**config.mk**
```make
export PLATFORM = sky130hd
export DESIGN_NAME = fetch_unit_flat
export DESIGN_NICKNAME = d
export VERILOG_FILES = /design/src/rtl/fetch_pkg.sv /design/src/rtl/fetch_if.sv /design/src/rtl/fetch_ifid_reg.sv /design/src/rtl/fetch_unit.sv /design/src/flat_wrapper.sv
export SDC_FILE = /design/constraint.sdc
export NUM_CORES = 1
export LEC_CHECK = 0
export ABC_AREA = 1
export ABC_CLOCK_PERIOD_IN_PS = 2800
export BUFFER_PORTS_ARGS = -buffer_cell sky130_fd_sc_hd__buf_4
export CAP_MARGIN = 15
export CORE_MARGIN = 1
export CORE_UTILIZATION = 49
export CTS_CLUSTER_SIZE = 16
export DETAILED_ROUTE_END_ITERATION = 12
export PLACE_DENSITY = 0.86
export SKIP_CTS_REPAIR_TIMING = 1
export SLEW_MARGIN = 20
export SYNTH_ARGS = -nofsm -noshare
export SYNTH_HDL_FRONTEND = slang
export SYNTH_SLANG_ARGS = --single-unit
```
**constraint.sdc**
```tcl
create_clock -name clk -period 2.8 [get_ports clk]
set_clock_uncertainty 0.15 [all_clocks]
set_input_delay 0.42 -clock clk [delete_from_list [all_inputs] [get_ports clk]]
set_output_delay 0.42 -clock clk [all_outputs]
set_load 0.005 [all_outputs]
```
**src/rtl/fetch_pkg.sv**
```systemverilog
// -----------------------------------------------------------------------------
// fetch_pkg
// Shared definitions for the instruction-fetch stage: default widths, the PC
// increment, and the fetch FSM state encoding.
// -----------------------------------------------------------------------------
package fetch_pkg;

    localparam int PC_W    = 13;   // byte address, word aligned
    localparam int INSTR_W = 32;
    localparam int PC_INC  = 4;    // one instruction word in bytes

    typedef enum logic [2:0] {
        FETCH,   // issue the read for pc_i
        WAIT,    // request outstanding, waiting for the response
        FULL,    // IF/ID holds an instruction, waiting for decode
        DRAIN,   // request outstanding but its response will be thrown away
        FAULT    // misaligned redirect seen, no fetching
    } fetch_state_t;

endpackage

```
**src/rtl/fetch_if.sv**
```systemverilog
// -----------------------------------------------------------------------------
// fetch_if
// Bundles the instruction-memory read port and the IF/ID handshake toward
// decode.
//   master : the fetch stage (drives requests and the IF/ID outputs)
//   slave  : the memory / decode side
// Signals:
//   imem_req_o    read request pulse          imem_addr_o  read address
//   imem_rvalid_i read response valid         imem_rdata_i read data
//   id_valid_o    IF/ID holds an instruction  id_ready_i   decode accepts
//   id_instr_o    fetched instruction         id_pc_o      its PC
//   id_pc4_o      its PC + 4
// -----------------------------------------------------------------------------
interface fetch_if #(
    parameter int PC_W    = fetch_pkg::PC_W,
    parameter int INSTR_W = fetch_pkg::INSTR_W
);
    logic                imem_req_o;
    logic [PC_W-1:0]     imem_addr_o;
    logic                imem_rvalid_i;
    logic [INSTR_W-1:0]  imem_rdata_i;
    logic                id_valid_o;
    logic                id_ready_i;
    logic [INSTR_W-1:0]  id_instr_o;
    logic [PC_W-1:0]     id_pc_o;
    logic [PC_W-1:0]     id_pc4_o;

    modport master (
        output imem_req_o, imem_addr_o,
        input  imem_rvalid_i, imem_rdata_i,
        output id_valid_o, id_instr_o, id_pc_o, id_pc4_o,
        input  id_ready_i
    );

    modport slave (
        input  imem_req_o, imem_addr_o,
        output imem_rvalid_i, imem_rdata_i,
        input  id_valid_o, id_instr_o, id_pc_o, id_pc4_o,
        output id_ready_i
    );
endinterface

```
**src/rtl/fetch_ifid_reg.sv**
```systemverilog
// -----------------------------------------------------------------------------
// fetch_ifid_reg
// IF/ID holding register: instruction, its PC, PC+4 and a valid flag.
// Ports:
//   clk, reset  clock and synchronous active-high reset (clears everything)
//   i_load      capture i_instr/i_pc/i_pc4 and set valid
//   i_clear     drop valid (wins over i_load)
//   i_instr, i_pc, i_pc4   data to capture
//   o_valid, o_instr, o_pc, o_pc4   registered contents
// -----------------------------------------------------------------------------
module fetch_ifid_reg #(
    parameter int PC_W    = fetch_pkg::PC_W,
    parameter int INSTR_W = fetch_pkg::INSTR_W
) (
    input  logic               clk,
    input  logic               reset,
    input  logic               i_load,
    input  logic               i_clear,
    input  logic [INSTR_W-1:0] i_instr,
    input  logic [PC_W-1:0]    i_pc,
    input  logic [PC_W-1:0]    i_pc4,
    output logic               o_valid,
    output logic [INSTR_W-1:0] o_instr,
    output logic [PC_W-1:0]    o_pc,
    output logic [PC_W-1:0]    o_pc4
);

    logic               r_valid;
    logic [INSTR_W-1:0] r_instr;
    logic [PC_W-1:0]    r_pc;
    logic [PC_W-1:0]    r_pc4;

    always_ff @(posedge clk) begin
        if (reset) begin
            r_valid <= 1'b0;
            r_instr <= '0;
            r_pc    <= '0;
            r_pc4   <= '0;
        end else if (i_clear) begin
            r_valid <= 1'b0;
        end else if (i_load) begin
            r_valid <= 1'b1;
            r_instr <= i_instr;
            r_pc    <= i_pc;
            r_pc4   <= i_pc4;
        end
    end

    assign o_valid = r_valid;
    assign o_instr = r_instr;
    assign o_pc    = r_pc;
    assign o_pc4   = r_pc4;

endmodule

```
**src/rtl/fetch_unit.sv**
```systemverilog
// -----------------------------------------------------------------------------
// fetch_unit
// Instruction-fetch stage. Computes the next PC for the external PC register
// (which loads every cycle), issues one instruction-memory read per
// instruction, holds the result in IF/ID until decode takes it, and absorbs
// EX redirects (flushing IF/ID and discarding any in-flight response).
//
// Optional feature: define FETCH_MISALIGN_TRAP_EN to trap on redirect targets
// with bits [1:0] != 0 (sticky fault_o, FAULT state). Without it the target is
// forced to word alignment and fault_o stays 0.
//
// Ports:
//   clk, reset          clock, synchronous active-high reset
//   pc_i                current PC from the PC register
//   pc_next_o           next PC (combinational)
//   redirect_valid_i    taken branch/jump pulse from EX
//   redirect_target_i   redirect destination
//   bus (fetch_if.master) imem read port and IF/ID handshake
//   fault_o             misaligned-redirect fault
// -----------------------------------------------------------------------------
module fetch_unit #(
    parameter int PC_W    = fetch_pkg::PC_W,
    parameter int INSTR_W = fetch_pkg::INSTR_W
) (
    input  logic            clk,
    input  logic            reset,
    input  logic [PC_W-1:0] pc_i,
    output logic [PC_W-1:0] pc_next_o,
    input  logic            redirect_valid_i,
    input  logic [PC_W-1:0] redirect_target_i,
    fetch_if.master         bus,
    output logic            fault_o
);
    import fetch_pkg::*;

    fetch_state_t    r_state;
    logic            r_fault;

    logic [PC_W-1:0] w_target;
    logic            w_misalign;
    logic [PC_W-1:0] w_pc_inc;
    logic            w_load;
    logic            w_clear;

    logic               w_id_valid;
    logic [INSTR_W-1:0] w_id_instr;
    logic [PC_W-1:0]    w_id_pc;
    logic [PC_W-1:0]    w_id_pc4;

`ifdef FETCH_MISALIGN_TRAP_EN
    assign w_misalign = redirect_valid_i && (redirect_target_i[1:0] != 2'b00);
    assign w_target   = redirect_target_i;
`else
    assign w_misalign = 1'b0;
    // Low two bits are simply dropped so a bad target still lands on a word.
    assign w_target   = redirect_target_i & ~{{(PC_W-2){1'b0}}, 2'b11};
`endif

    // Wraps modulo 2^PC_W by construction of the width.
    assign w_pc_inc = pc_i + PC_W'(PC_INC);

    // Next PC, request strobe and IF/ID load/clear. A redirect overrides
    // everything the current state would otherwise do, including the FETCH
    // request: a request issued here would leave an untracked response.
    always_comb begin
        pc_next_o      = pc_i;
        bus.imem_req_o = 1'b0;
        w_load         = 1'b0;
        w_clear        = 1'b0;
        if (reset) begin
            pc_next_o = '0;
        end else if (redirect_valid_i) begin
            w_clear = 1'b1;
            if (!w_misalign) begin
                pc_next_o = w_target;
            end
        end else begin
            case (r_state)
                FETCH: bus.imem_req_o = 1'b1;
                WAIT: begin
                    if (bus.imem_rvalid_i) begin
                        pc_next_o = w_pc_inc;
                        w_load    = 1'b1;
                    end
                end
                FULL: begin
                    if (bus.id_ready_i) begin
                        w_clear = 1'b1;
                    end
                end
                default: ;
            endcase
        end
    end

    assign bus.imem_addr_o = pc_i;

    always_ff @(posedge clk) begin
        if (reset) begin
            r_state <= FETCH;
            r_fault <= 1'b0;
        end else if (redirect_valid_i) begin
            // A misaligned target sets the fault; an aligned one clears it.
            r_fault <= w_misalign;
            // A response still in flight must be drained before anything new
            // is requested; DRAIN decides FETCH vs FAULT from r_fault.
            if (r_state == DRAIN || (r_state == WAIT && !bus.imem_rvalid_i)) begin
                r_state <= DRAIN;
            end else if (w_misalign) begin
                r_state <= FAULT;
            end else begin
                r_state <= FETCH;
            end
        end else begin
            case (r_state)
                FETCH: r_state <= WAIT;
                WAIT: begin
                    if (bus.imem_rvalid_i) begin
                        r_state <= FULL;
                    end
                end
                FULL: begin
                    if (bus.id_ready_i) begin
                        r_state <= FETCH;
                    end
                end
                DRAIN: begin
                    if (bus.imem_rvalid_i) begin
                        r_state <= r_fault ? FAULT : FETCH;
                    end
                end
                FAULT: r_state <= FAULT;
                default: r_state <= FETCH;
            endcase
        end
    end

    assign fault_o = r_fault;

    fetch_ifid_reg #(
        .PC_W    (PC_W),
        .INSTR_W (INSTR_W)
    ) u_ifid (
        .clk     (clk),
        .reset   (reset),
        .i_load  (w_load),
        .i_clear (w_clear),
        .i_instr (bus.imem_rdata_i),
        .i_pc    (pc_i),
        .i_pc4   (w_pc_inc),
        .o_valid (w_id_valid),
        .o_instr (w_id_instr),
        .o_pc    (w_id_pc),
        .o_pc4   (w_id_pc4)
    );

    assign bus.id_valid_o = w_id_valid;
    assign bus.id_instr_o = w_id_instr;
    assign bus.id_pc_o    = w_id_pc;
    assign bus.id_pc4_o   = w_id_pc4;

endmodule

```
**src/flat_wrapper.sv**
```systemverilog
// flat-port wrapper written by rule: the top's interface ports become plain ports
module fetch_unit_flat import fetch_pkg::*;
#(
    parameter int PC_W    = fetch_pkg::PC_W,
    parameter int INSTR_W = fetch_pkg::INSTR_W
)
  (clk, reset, pc_i, pc_next_o, redirect_valid_i, redirect_target_i, fault_o, bus_imem_req_o, bus_imem_addr_o, bus_imem_rvalid_i, bus_imem_rdata_i, bus_id_valid_o, bus_id_instr_o, bus_id_pc_o, bus_id_pc4_o, bus_id_ready_i);
  fetch_if #(.PC_W(PC_W), .INSTR_W(INSTR_W)) bus_i ();
  input  logic clk;
  input  logic reset;
  input  logic [PC_W-1:0] pc_i;
  output logic [PC_W-1:0] pc_next_o;
  input  logic redirect_valid_i;
  input  logic [PC_W-1:0] redirect_target_i;
  output logic fault_o;
  output wire logic [$bits(bus_i.imem_req_o)-1:0] bus_imem_req_o;
  output wire logic [$bits(bus_i.imem_addr_o)-1:0] bus_imem_addr_o;
  input wire logic [$bits(bus_i.imem_rvalid_i)-1:0] bus_imem_rvalid_i;
  input wire logic [$bits(bus_i.imem_rdata_i)-1:0] bus_imem_rdata_i;
  output wire logic [$bits(bus_i.id_valid_o)-1:0] bus_id_valid_o;
  output wire logic [$bits(bus_i.id_instr_o)-1:0] bus_id_instr_o;
  output wire logic [$bits(bus_i.id_pc_o)-1:0] bus_id_pc_o;
  output wire logic [$bits(bus_i.id_pc4_o)-1:0] bus_id_pc4_o;
  input wire logic [$bits(bus_i.id_ready_i)-1:0] bus_id_ready_i;
  assign bus_imem_req_o = bus_i.imem_req_o;
  assign bus_imem_addr_o = bus_i.imem_addr_o;
  assign bus_i.imem_rvalid_i = bus_imem_rvalid_i;
  assign bus_i.imem_rdata_i = bus_imem_rdata_i;
  assign bus_id_valid_o = bus_i.id_valid_o;
  assign bus_id_instr_o = bus_i.id_instr_o;
  assign bus_id_pc_o = bus_i.id_pc_o;
  assign bus_id_pc4_o = bus_i.id_pc4_o;
  assign bus_i.id_ready_i = bus_id_ready_i;
  fetch_unit #(.PC_W(PC_W), .INSTR_W(INSTR_W)) u_core (.clk(clk), .reset(reset), .pc_i(pc_i), .pc_next_o(pc_next_o), .redirect_valid_i(redirect_valid_i), .redirect_target_i(redirect_target_i), .bus(bus_i), .fault_o(fault_o));
endmodule
```
==> run summary, run 1 <==
The total power consumption of the routed design is 1.89 mW. The number of nets produced by synthesis came out at 487. Setup repair after global routing left no endpoint under its margin. The synthesized design devotes to its leading area cell type 41.8% of total area. Clock-pin slew was measured on the worst setup and hold paths at 0.07 ns. The average instance in the mapped netlist occupies 6.79 sq um. Sorting the synthesized cells by area gives the leading types as sky130_fd_sc_hd__dfxtp_1 (42%), sky130_fd_sc_hd__nand2_1 (20%), sky130_fd_sc_hd__a21oi_1 (11%), sky130_fd_sc_hd__inv_1 (4.6%), sky130_fd_sc_hd__buf_4 (4.2%).

The number of vias per cell after detailed routing came out at 5.00. TritonCTS created 9 clock buffers. The launch point of the worst hold path is redirect_valid_i. The worst reg-to-reg setup slack is 0.84 ns. For this run, asynchronously set or reset flops after synthesis account for 0%. The repair_antennas step left the layout with diodes totalling 0. Global routing finished with a remaining overflow of 0. The final critical path time including I/O delays and setup came out at 2.45 ns. For this block, the via count after detailed routing is 3098. The tightest min-delay check is of the input pin to register type.

The peak fanout along the critical path is 14. The H-tree depth came out at 3. The floorplan has 27 rows.

The core region is 5570 sq um. The portion of the clock cycle consumed by the worst path in the final layout came out at 87.6%. In this run the critical register-to-register path is launched from u_core.r_state[1].

The share of synthesized area occupied by flip-flops and latches came out at 41.8%. The instance count of the mapped netlist is 423. The initial antenna violation count is 0. The fmax is 0.408 GHz. The worst path meets setup with 0.347 ns of slack.

The number of enable flip-flop cells after synthesis is 0. The overall routing resource usage came out at 26.1%. Clock tree synthesis found a total of 60 sinks. The largest net degree at the start of global routing came out at 54. The clock tree root buffer cell is sky130_fd_sc_hd__clkbuf_8.

The worst setup path is launched from a register. The I/O pin count came out at 150. The most used cell along the critical path is sky130_fd_sc_hd__o21ai_0. Traced cell by cell, the critical path runs through inv_2, nand2_1, nor2_4, inv_1, o21ai_0, o21ai_0, buf_4. The first-pass detailed-route iteration total came out at 5. The number of different library cells in the post-synthesis netlist is 26. Clock latency on the worst-skew pair, taken at its later pin, is 0.32 ns. The number of DRC violations after detailed-routing iteration 0 is 170. The number of port buffers is 146. In the final routed layout, each cell accounts on average for 12.8 microns.

IR analysis of the VDD net gives a maximum drop of 359 uV. The worst path required time is 2.23 ns. For this run, the slowest stage of the critical path takes 0.34 ns.

The maximum clock path buffer count came out at 2. Timing analysis after detailed placement gives a worst setup slack of 0.639 ns. The final total negative setup slack is 0 ns. The placer's final routability congestion estimate is 0.913.

After the last flow step, the layout net total stands at 607. The element type at the critical path end is a primary output. On the critical path, the stage with the largest delay is an instance of sky130_fd_sc_hd__dfxtp_1. The number of nets with antenna violations after detailed routing is 0.

The power per cell area is 472 nW/um^2. The share of layout cells above drive strength 1 is 30.7%. At the worst endpoint, the arrival time is 1.88 ns. The area of the die came out at 6170 sq um. The number of endpoints failing setup at the final stage is 0. The count of final hold-check violations came out at 0.

The synthesized flop and latch total came out at 60. The final routed wirelength across all metal layers is 7.96 mm. After detailed placement, the design holds a cell count of 604. The global-route wire length before repair came out at 12.8 mm. The via count of the first global-routing pass was 2822. The half-perimeter wire length after detailed placement came out at 5.81 mm. The final count of pins violating max slew came out at 0. The leakage power came out at 1.88 nW.

The count of max-cap constraint violations is 0. The endpoint of the worst hold path is u_core.r_state[2]. The area overhead of the layout relative to synthesis came out at 39.7%. The post-detailed-route DRC marker count came out at 0. The flow ran to the end, and the final reports show no timing, DRC or antenna violations. The die is 78.5 microns wide. Counting cells, the worst reg-to-reg path comes to 8. The critical path in this run is classified as register to primary output. The count of cells in the finished layout, fillers not included, comes to 620. The number of synthesis warnings is 0.

The endpoint identified for the worst register-to-register timing path is u_core.u_ifid.o_pc4[8]. The biggest area contributor in the post-synthesis netlist is sky130_fd_sc_hd__dfxtp_1. After synthesis the cells add up to 2870 sq um. The most used flip-flop cell after synthesis is sky130_fd_sc_hd__dfxtp_1.

The initial core utilization is 51.5%. The worst hold path stage count came out at 2. TritonCTS built the clock tree. The die is 78.5 microns tall.
==> cells in the mapped netlist (3+ instances only) <==
library cell	number
sky130_fd_sc_hd__nand3_1	21
sky130_fd_sc_hd__a21oi_1	64
sky130_fd_sc_hd__clkbuf_1	6
sky130_fd_sc_hd__inv_1	35
sky130_fd_sc_hd__o21ai_0	14
sky130_fd_sc_hd__nand2_1	156
sky130_fd_sc_hd__buf_4	16
sky130_fd_sc_hd__dfxtp_1	60
sky130_fd_sc_hd__buf_6	5
sky130_fd_sc_hd__buf_2	9
sky130_fd_sc_hd__nand4_1	4
sky130_fd_sc_hd__nor2_1	14
sky130_fd_sc_hd__xor2_1	3
==> per-layer routing <==
metal,global-route usage [%],up-vias,routed length [microns]
met5,0,-,0
met3,5.47,15,605
met2,43.7,140,3900
met1,31.8,1388,3260
met4,12.2,0,191
li1,-,1555,-
==> worst max path at each step <==
stage,depth (start not counted),to,start,slack [ns]
floorplan,7,pc_next_o[6],pc_i[2],0.92
global placement,7,pc_next_o[2],bus_imem_rvalid_i,0.65
detailed placement,7,pc_next_o[2],bus_imem_rvalid_i,0.64
CTS,7,pc_next_o[2],u_core.r_state[2],0.39
global route,8,pc_next_o[11],u_core.r_state[2],0.22
finish,7,pc_next_o[2],u_core.r_state[1],0.35
==> per-stage QoR <==
stage | hold WS [ns] | utilization [%] | area (sq um)
5_1_grt | 0.159 | 71.9 | 4010
6_report | 0.164 | 71.9 | 4010
4_1_cts | 0.149 | 71.9 | 4010
3_3_place_gp | 0.302 | 68.4 | 3810
2_1_floorplan | 0.302 | - | 2870
3_5_place_dp | 0.307 | 68.4 | 3810
==> sequential cells by signal (all words and copies together), names as in the netlist <==
register               count
u_core.r_state             3
u_core.u_ifid.o_instr     32
u_core.u_ifid.o_pc        13
u_core.u_ifid.o_pc4       11
u_core.u_ifid.o_valid      1
==> critical path, delay by kind of cell (launching register included) <==
family,cells,cell delay (ns)
compound gates,2,0.32
buf+inv,3,0.50
flops,1,0.34
simple gates,2,0.41
==> power breakdown <==
| part | internal (mW) | total [mW] | switching, mW | leakage (nW) |
|---|---|---|---|---|
| sequential | 0.869 | 0.877 | 0.00853 | 0.485 |
| clock | 0.435 | 0.755 | 0.321 | 0.100 |
| combinational | 0.129 | 0.260 | 0.131 | 1.29 |
| total | 1.43 | 1.89 | 0.460 | 1.88 |
==> final cells by class <==
class / count / area (sq um)
sequential: 60 / 1200
tap: 72 / 90.1
inverter: 38 / 148
clock buffer: 12 / 145
fill: 496 / 1570
clock inverter: 4 / 48.8
timing repair buffer: 148 / 1110
multi-input combinational: 286 / 1260
==> cell families after synthesis <==
kind of cell | Yosys count | share of synthesized area [%]
AO/OA/AOI/OAI | 81 | 14.2
XOR/XNOR | 3 | 0.916
adder cells (fa/ha/maj) | 1 | 0.436
buffers and inverters | 77 | 14.1
flip-flops | 60 | 41.8
other | 1 | 0.131
AND/OR/NAND/NOR | 200 | 28.4
==> layout by cell type, fill, tap and decap left out <==
| master | instances |
|---|---|
| sky130_fd_sc_hd__nand3_4 | 1 |
| sky130_fd_sc_hd__nand4_1 | 4 |
| sky130_fd_sc_hd__nor3_1 | 1 |
| sky130_fd_sc_hd__conb_1 | 1 |
| sky130_fd_sc_hd__nand3_1 | 21 |
| sky130_fd_sc_hd__clkinv_2 | 2 |
| sky130_fd_sc_hd__bufinv_16 | 1 |
| sky130_fd_sc_hd__nor2_2 | 1 |
| sky130_fd_sc_hd__xor2_1 | 3 |
| sky130_fd_sc_hd__a21oi_1 | 64 |
| sky130_fd_sc_hd__clkbuf_1 | 2 |
| sky130_fd_sc_hd__inv_2 | 2 |
| sky130_fd_sc_hd__inv_1 | 35 |
| sky130_fd_sc_hd__o211ai_1 | 1 |
| sky130_fd_sc_hd__o21ai_1 | 2 |
| sky130_fd_sc_hd__ha_1 | 1 |
| sky130_fd_sc_hd__clkinv_4 | 2 |
| sky130_fd_sc_hd__nand2_1 | 156 |
| sky130_fd_sc_hd__nor2_1 | 14 |
| sky130_fd_sc_hd__o21ai_0 | 14 |
| sky130_fd_sc_hd__clkbuf_8 | 10 |
| sky130_fd_sc_hd__buf_4 | 148 |
| sky130_fd_sc_hd__dfxtp_1 | 60 |
| sky130_fd_sc_hd__nor2_4 | 1 |
| sky130_fd_sc_hd__and2_1 | 1 |
Power figures use the tool's default switching activity.
==> run 2: changes to the inputs <==
Settings changed: ABC_AREA 1 to default, CORE_UTILIZATION 49 to 48, PLACE_DENSITY 0.86 to 0.85.
==> run 2 against run 1 <==
  * Power grew 3.7%
  * Via count is 9.6% lower
  * First-iteration DRC count is 48% lower
  * Global-route usage is 2.9 points lower
  * Critical endpoint is now pc_next_o[5]
  * Critical path depth down 1
  * Combinational power is 4% lower
==> run summary, run 2 <==
The root buffer cell chosen for the clock tree is sky130_fd_sc_hd__clkbuf_8. The final worst slack is 0.325 ns (-0.0218 ns). The first-pass detailed-route iteration total came out at 5 (unchanged). The number of port buffers is 146 (unchanged). The min-delay analysis places its worst path in the category input pin to register. The number of synthesis warnings is 0 (unchanged).

The count of final hold-check violations is 0 (unchanged). The flow ran to the end, and the final reports show no timing, DRC or antenna violations. The peak supply drop was 281 uV (-22%). In the synthesized netlist, the cells that appear most often are sky130_fd_sc_hd__nand2_1 (103), sky130_fd_sc_hd__dfxtp_1 (60), sky130_fd_sc_hd__a21oi_1 (56).

The most used flip-flop cell after synthesis is sky130_fd_sc_hd__dfxtp_1. The global-route wire length before repair is 11.2 mm (-12%). The die outline width is 78.5 microns (about the same). The initial antenna violation count is 0 (unchanged). The via total after detailed routing is 2802 (-9.6%). The fmax came to 0.404 GHz (-0.88%). The count of max-cap constraint violations is 0 (unchanged). The arrival time of the worst setup path is 1.90 ns (+0.02 ns). The number of sinks driven by the clock tree is 60 (unchanged). The library cell used most frequently in the layout, excluding fill and tap cells, is sky130_fd_sc_hd__buf_4. From synthesis to final layout, the design area changed by 42.0%. The final count of pins violating max slew is 0 (unchanged). Setup repair after global routing left no endpoint under its margin.

The synthesized flop and latch total came out at 60 (unchanged). The number of DRC violations after detailed-routing iteration 0 came to 89 (-48%). The number of flip-flops in the largest register was 32 (unchanged). The instance count of the mapped netlist is 364 (-14%).

The normalized max-slew margin came out at 65.9%. The final hold slack came out at 0.195 ns (+0.0307 ns). The worst path required time is 2.23 ns (about the same). Of all cell types, the one taking the most synthesized area is sky130_fd_sc_hd__dfxtp_1.

The final critical path time including I/O delays and setup is 2.47 ns (+0.0218 ns). In the layout the commonest cells are sky130_fd_sc_hd__buf_4 (149), sky130_fd_sc_hd__nand2_1 (103), sky130_fd_sc_hd__dfxtp_1 (60). The final antenna diode count is 0 (unchanged). The final routed wirelength across all metal layers came out at 7.23 mm (-9.1%).

The maximum clock path buffer count is 2 (unchanged). The number of endpoints failing setup at the final stage came to 0 (unchanged). The worst-skew pair later-pin latency came out at 0.32 ns (about the same). The I/O pin count came out at 150 (unchanged).

The half-perimeter wire length after detailed placement is 5.05 mm (-13%). The number of enable flip-flop cells after synthesis is 0 (unchanged). The clock-pin slew on the worst setup and hold paths is 0.07 ns (about the same).

The peak fanout along the critical path is 10 (-4). The placer's final routability congestion estimate is 0.814 (-11%). The initial core utilization is 50.4% (-1.1 points).

By instance count, the leading cell after synthesis is sky130_fd_sc_hd__nand2_1. The via count of the first global-routing pass is 2475 (-12%). The worst setup path is launched from a register. The post-placement setup slack came out at 0.447 ns (-0.192 ns). The H-tree depth came out at 3 (unchanged). The number of vias per cell after detailed routing came out at 5.03 (+0.68%).

The layout net count is 545 (-10%). The row count is 27 (unchanged). The average size of a mapped cell is 7.72 sq um (+14%). The portion of the clock cycle consumed by the worst path in the final layout came out at 88.4% (+0.78 points). The routed length per placed instance came out at 13.0 microns (+1.1%). The top-area cell type share of the netlist area came to 42.8% (+0.91 points). The overall die height is 78.5 microns (about the same). The power per cell area came to 492 nW/um^2 (+4.2%). The leakage power is 1.70 nW (-9.3%). The area of the die came out at 6160 sq um (about the same).

The proportion of synthesized flip-flops having asynchronous set or reset came out at 0% (unchanged). The number of nets with antenna violations after detailed routing came out at 0 (unchanged). Ranked by total cell area, the synthesized netlist is headed by sky130_fd_sc_hd__dfxtp_1 (43%), sky130_fd_sc_hd__nand2_1 (14%), sky130_fd_sc_hd__a21oi_1 (10%), sky130_fd_sc_hd__buf_4 (6.9%), sky130_fd_sc_hd__xnor2_1 (2.8%). The element type at the critical path end is a primary output. The synthesized cell area is 2810 sq um (-2.1%). The share of synthesized area occupied by flip-flops and latches is 42.8% (+0.91 points). The number of different library cells in the post-synthesis netlist came to 36 (+38%).

The total congestion overflow is 0 (unchanged). The CTS buffer count is 9 (unchanged). The final total negative setup slack is 0 ns (unchanged). The area of the core region came out at 5570 sq um (unchanged). The overall routing resource usage is 23.2% (-2.9 points). The transition time at the pin with the least slew margin came out at 0.512 ns.

The worst setup path is of the register to primary output kind. The TritonCTS clock tree is yes. The largest net degree at the start of global routing came out at 66 (+22%).

The share of layout cells above drive strength 1 is 34.6% (+4.0 points). The number of nets produced by synthesis came out at 428 (-12%). The post-detailed-route DRC marker count was 0 (unchanged).
-- run 2: changes by cell type after synthesis, moves of 9 or more --
| cell | before | now |
|---|---|---|
| sky130_fd_sc_hd__nand2_1 | 156 | 103 |
| sky130_fd_sc_hd__inv_1 | 35 | 8 |
| sky130_fd_sc_hd__nand3_1 | 21 | 3 |
| sky130_fd_sc_hd__buf_4 | 16 | 26 |
| sky130_fd_sc_hd__a211oi_1 | 0 | 9 |
| sky130_fd_sc_hd__o21ai_0 | 14 | 5 |
| sky130_fd_sc_hd__xnor2_1 | 0 | 9 |
-- run 2: worst max-delay path: stages, from the launching register on --
cell	delay (ns)
sky130_fd_sc_hd__dfxtp_1	0.37
sky130_fd_sc_hd__nand4bb_1	0.22
sky130_fd_sc_hd__buf_4	0.20
sky130_fd_sc_hd__or3_1	0.35
sky130_fd_sc_hd__a21o_1	0.19
sky130_fd_sc_hd__a21oi_1	0.14
sky130_fd_sc_hd__buf_4	0.13
-- run 2: per-stage QoR --
stage | cell area [sq um] | utilization (%) | power (mW) | std cells
2_1_floorplan | 2810 | - | 1.02 | 364
3_3_place_gp | 3770 | 67.7 | 1.14 | 542
3_5_place_dp | 3770 | 67.7 | 1.14 | 542
4_1_cts | 3990 | 71.6 | 1.98 | 557
5_1_grt | 3990 | 71.6 | 2.06 | 557
6_report | 3990 | 71.6 | 1.96 | 557
-- run 2: path summary, 6_finish.rpt --
kind                                            start                         to  slack (ns)  cells past startpoint
worst min-delay path             bus_imem_rdata_i[31]  u_core.u_ifid.o_instr[31]        0.19                      3
worst max-delay path                u_core.r_state[1]               pc_next_o[5]        0.33                      6
worst min register to register  u_core.u_ifid.o_pc[4]      u_core.u_ifid.o_pc[4]        0.30                      2
worst max register to register      u_core.r_state[1]    u_core.u_ifid.o_pc4[11]        1.02                      6
-- run 2: where the power goes --
part | switching [mW] | internal, mW | leakage, nW
registers | 0.00961 | 0.868 | 0.485
clock network | 0.316 | 0.521 | 0.109
logic | 0.114 | 0.135 | 1.11
total | 0.440 | 1.52 | 1.70
-- run 2: cell families (layout without fill, tap and decap cells) --
logic type | count (synthesis) | in the layout | synth area share (%)
DFF | 60 | 60 | 42.8
AOI/OAI and AO/OA | 82 | 82 | 16.5
and+or+nand+nor | 148 | 148 | 23.1
adders and majority gates | 1 | 1 | 0.445
other | 1 | 1 | 0.134
xor gates and xnor gates | 17 | 17 | 5.30
muxes | 3 | 3 | 1.11
buffers and inverters | 52 | 173 | 10.6
-- run 2: cell type report --
| class | instances | area (sq um) |
|---|---|---|
| clock buffers | 11 | 141 |
| clock inverters | 4 | 73.8 |
| fillers | 464 | 1580 |
| inverters | 8 | 30.0 |
| multi-input cells | 252 | 1320 |
| flip-flops and latches | 60 | 1200 |
| well taps | 72 | 90.1 |
| repair buffers | 150 | 1140 |
-- run 2: layer usage --
| layer | vias up | wire length [microns] | track usage [%] |
|---|---|---|---|
| met5 | - | 0 | 0 |
| met4 | 0 | 66 | 7.78 |
| met3 | 7 | 588 | 7.33 |
| met2 | 110 | 3610 | 41.6 |
| met1 | 1263 | 2970 | 25.6 |
| li1 | 1422 | - | - |
==> run 3: changes to the inputs <==
Settings changed: PLACE_DENSITY 0.85 to default, PLACE_DENSITY_LB_ADDON from default to 0.05.
==> run 3 against run 2 <==
  * Fmax grew 0.14%
  * Via count is 1.2% higher
  * Cell count increased by 0.54%
  * Die area did not move
==> run summary, run 3 (synthesis gave the netlist of run 2 again) <==
The overall routing resource usage is 24.5% (+1.3 points). The final hold slack came out at 0.178 ns (-0.0164 ns). The first-pass detailed-route iteration total is 4 (-1).

The total congestion overflow is 0 (unchanged). Setup repair after global routing left no endpoint under its margin. The via total after detailed routing came to 2836 (+1.2%). The share of layout cells above drive strength 1 came out at 35.0% (+0.40 points). Leaving out fill and tap cells, the most frequent cell in the layout is sky130_fd_sc_hd__buf_4. The die outline width is 78.5 microns (unchanged). The area growth from synthesis to layout is 41.3%. STA classifies the critical path endpoint as a primary output. The category of the worst setup path launch point is a register.

The H-tree depth was 3 (unchanged). The final count of pins violating max slew came out at 0 (unchanged). The number of vias per cell after detailed routing is 5.06 (+0.67%).

The via count of the first global-routing pass is 2506 (+1.3%). The highest cell delay on the worst timing path came out at 0.39 ns (+0.02 ns). The I/O pin count came out at 150 (unchanged). The global-route wire length before repair is 11.8 mm (+5.5%). The peak supply drop is 362 uV (+29%).

The flow ran to the end, and the final reports show no timing, DRC or antenna violations. The peak fanout along the critical path was 10 (unchanged). The number of cells after detailed placement came out at 544 (+0.37%). The worst-skew pair later-pin latency came to 0.33 ns (about the same). Leaving out fill and tap cells, the most frequent cells in the layout are sky130_fd_sc_hd__buf_4 (152), sky130_fd_sc_hd__nand2_1 (103), sky130_fd_sc_hd__dfxtp_1 (60). The row count is 27 (unchanged). The arrival time of the worst setup path was 1.90 ns (about the same). The critical path is of the register to primary output type. The final routed wirelength across all metal layers is 7.46 mm (+3.1%). The area of the core region came out at 5570 sq um (unchanged). Among the stages of the critical path, the cell type that occurs most often is sky130_fd_sc_hd__buf_4. The clock-pin slew on the worst setup and hold paths is 0.07 ns (about the same). The number of DRC violations after detailed-routing iteration 0 came to 96 (+7.9%). The worst reg-to-reg setup slack came out at 0.97 ns (-0.05 ns). The placer's final routability congestion estimate is 0.754 (-7.4%). In this design, the largest share of critical-path delay is due to simple AND/OR/NAND/NOR gates.

The largest net degree at the start of global routing came out at 41 (-38%). The number of port buffers is 146 (unchanged). The final antenna diode count is 0 (unchanged). The number of flip-flops in the largest register came to 32 (unchanged). Traced cell by cell, the critical path runs through nand4bb_1, buf_4, nor4_1, xor2_1, o21a_1, buf_4. The final total negative setup slack is 0 ns (unchanged). The CTS buffer count came out at 9 (unchanged).

The total stage count of the critical path came to 6 (unchanged). The fmax came to 0.405 GHz (+0.14%). The area of the die came out at 6160 sq um (unchanged). The final non-filler cell area is 3970 sq um (-0.50%). The half-perimeter wire length after detailed placement is 5.29 mm (+4.7%).

The logic depth of the worst register-to-register path is 6 (unchanged). The count of max-cap constraint violations is 0 (unchanged). The count of final hold-check violations is 0 (unchanged). The portion of the clock cycle consumed by the worst path in the final layout was 88.3% (-0.12 points). The post-detailed-route DRC marker count is 0 (unchanged). The number of sinks driven by the clock tree came to 60 (unchanged).

The class of the tightest hold or removal check is input pin to register. The number of nets with antenna violations after detailed routing is 0 (unchanged). The routed length per placed instance came to 13.3 microns (+2.6%).

TritonCTS built the clock tree. The maximum clock path buffer count is 2 (unchanged). The placed standard-cell area came out at 3780 sq um (about the same). The initial core utilization came out at 50.4% (unchanged). The worst path required time is 2.23 ns (about the same). The worst hold path stage count came out at 3 (unchanged). The initial antenna violation count came out at 0 (unchanged). The overall die height is 78.5 microns (unchanged). The final critical path time including I/O delays and setup is 2.47 ns (-0.00343 ns). The leakage power came out at 1.70 nW (-0.37%). The layout net count came out at 547 (+0.37%). The final non-filler cell total came out at 560 (+0.54%). The power per cell area came out at 476 nW/um^2 (-3.2%). The number of endpoints failing setup at the final stage is 0 (unchanged). The slowest stage of the critical path belongs to the cell sky130_fd_sc_hd__nor4_1. The root buffer cell chosen for the clock tree is sky130_fd_sc_hd__clkbuf_8. The combined buffer and inverter count along the critical path was 2 (unchanged).
[run 3: cell types whose count changed in the layout (fill, tap and decap cells not counted)]
cell                         before  now
sky130_fd_sc_hd__buf_12           1    0
sky130_fd_sc_hd__buf_4          149  152
sky130_fd_sc_hd__bufinv_16        2    1
sky130_fd_sc_hd__clkbuf_8        10    9
sky130_fd_sc_hd__clkinv_2         1    2
sky130_fd_sc_hd__clkinv_4         1    2
sky130_fd_sc_hd__clkinvlp_4       0    1
[run 3: final timing paths]
path,to,from
worst min-delay path,u_core.u_ifid.o_instr[5],bus_imem_rdata_i[5]
worst min register to register,u_core.u_ifid.o_instr[12],u_core.u_ifid.o_instr[12]
worst max-delay path,pc_next_o[10],u_core.r_state[1]
worst max register to register,u_core.u_ifid.o_pc4[6],u_core.r_state[1]
[run 3: area by class of cell]
class / instances / area, sq um
sequential: 60 / 1200
tap: 72 / 90.1
inverter: 8 / 30.0
fill: 499 / 1600
clock inverter: 6 / 65.1
timing repair buffer: 152 / 1140
clock buffer: 10 / 128
multi-input combinational: 252 / 1320
[run 3: worst min-delay path, delay by kind of cell]
kind / cells / cell delay [ns]
buffers and inverters: 1 / 0.10
AND/OR/NAND/NOR: 1 / 0.04
AO/OA/AOI/OAI: 1 / 0.05
[run 3: report_power, final]
group	switching, mW	internal (mW)
sequential	0.00895	0.867
clock	0.353	0.411
combinational	0.116	0.135
[run 3: layer usage]
metal | vias up | global-route usage [%] | wire length [microns]
met4 | 0 | 9.44 | 102
met5 | - | 0 | 0
li1 | 1426 | - | -
met1 | 1309 | 30.0 | 3240
met2 | 91 | 41.1 | 3630
met3 | 10 | 5.93 | 487
[run 3: per-stage QoR]
stage / utilization (%) / total power [mW] / setup WS [ns]
after floorplan: - / 1.02 / 0.811
after global placement: 67.8 / 1.14 / 0.483
after detailed placement: 67.8 / 1.15 / 0.444
after CTS: 71.2 / 1.90 / 0.316
after global routing: 71.2 / 1.97 / 0.218
final: 71.2 / 1.89 / 0.329
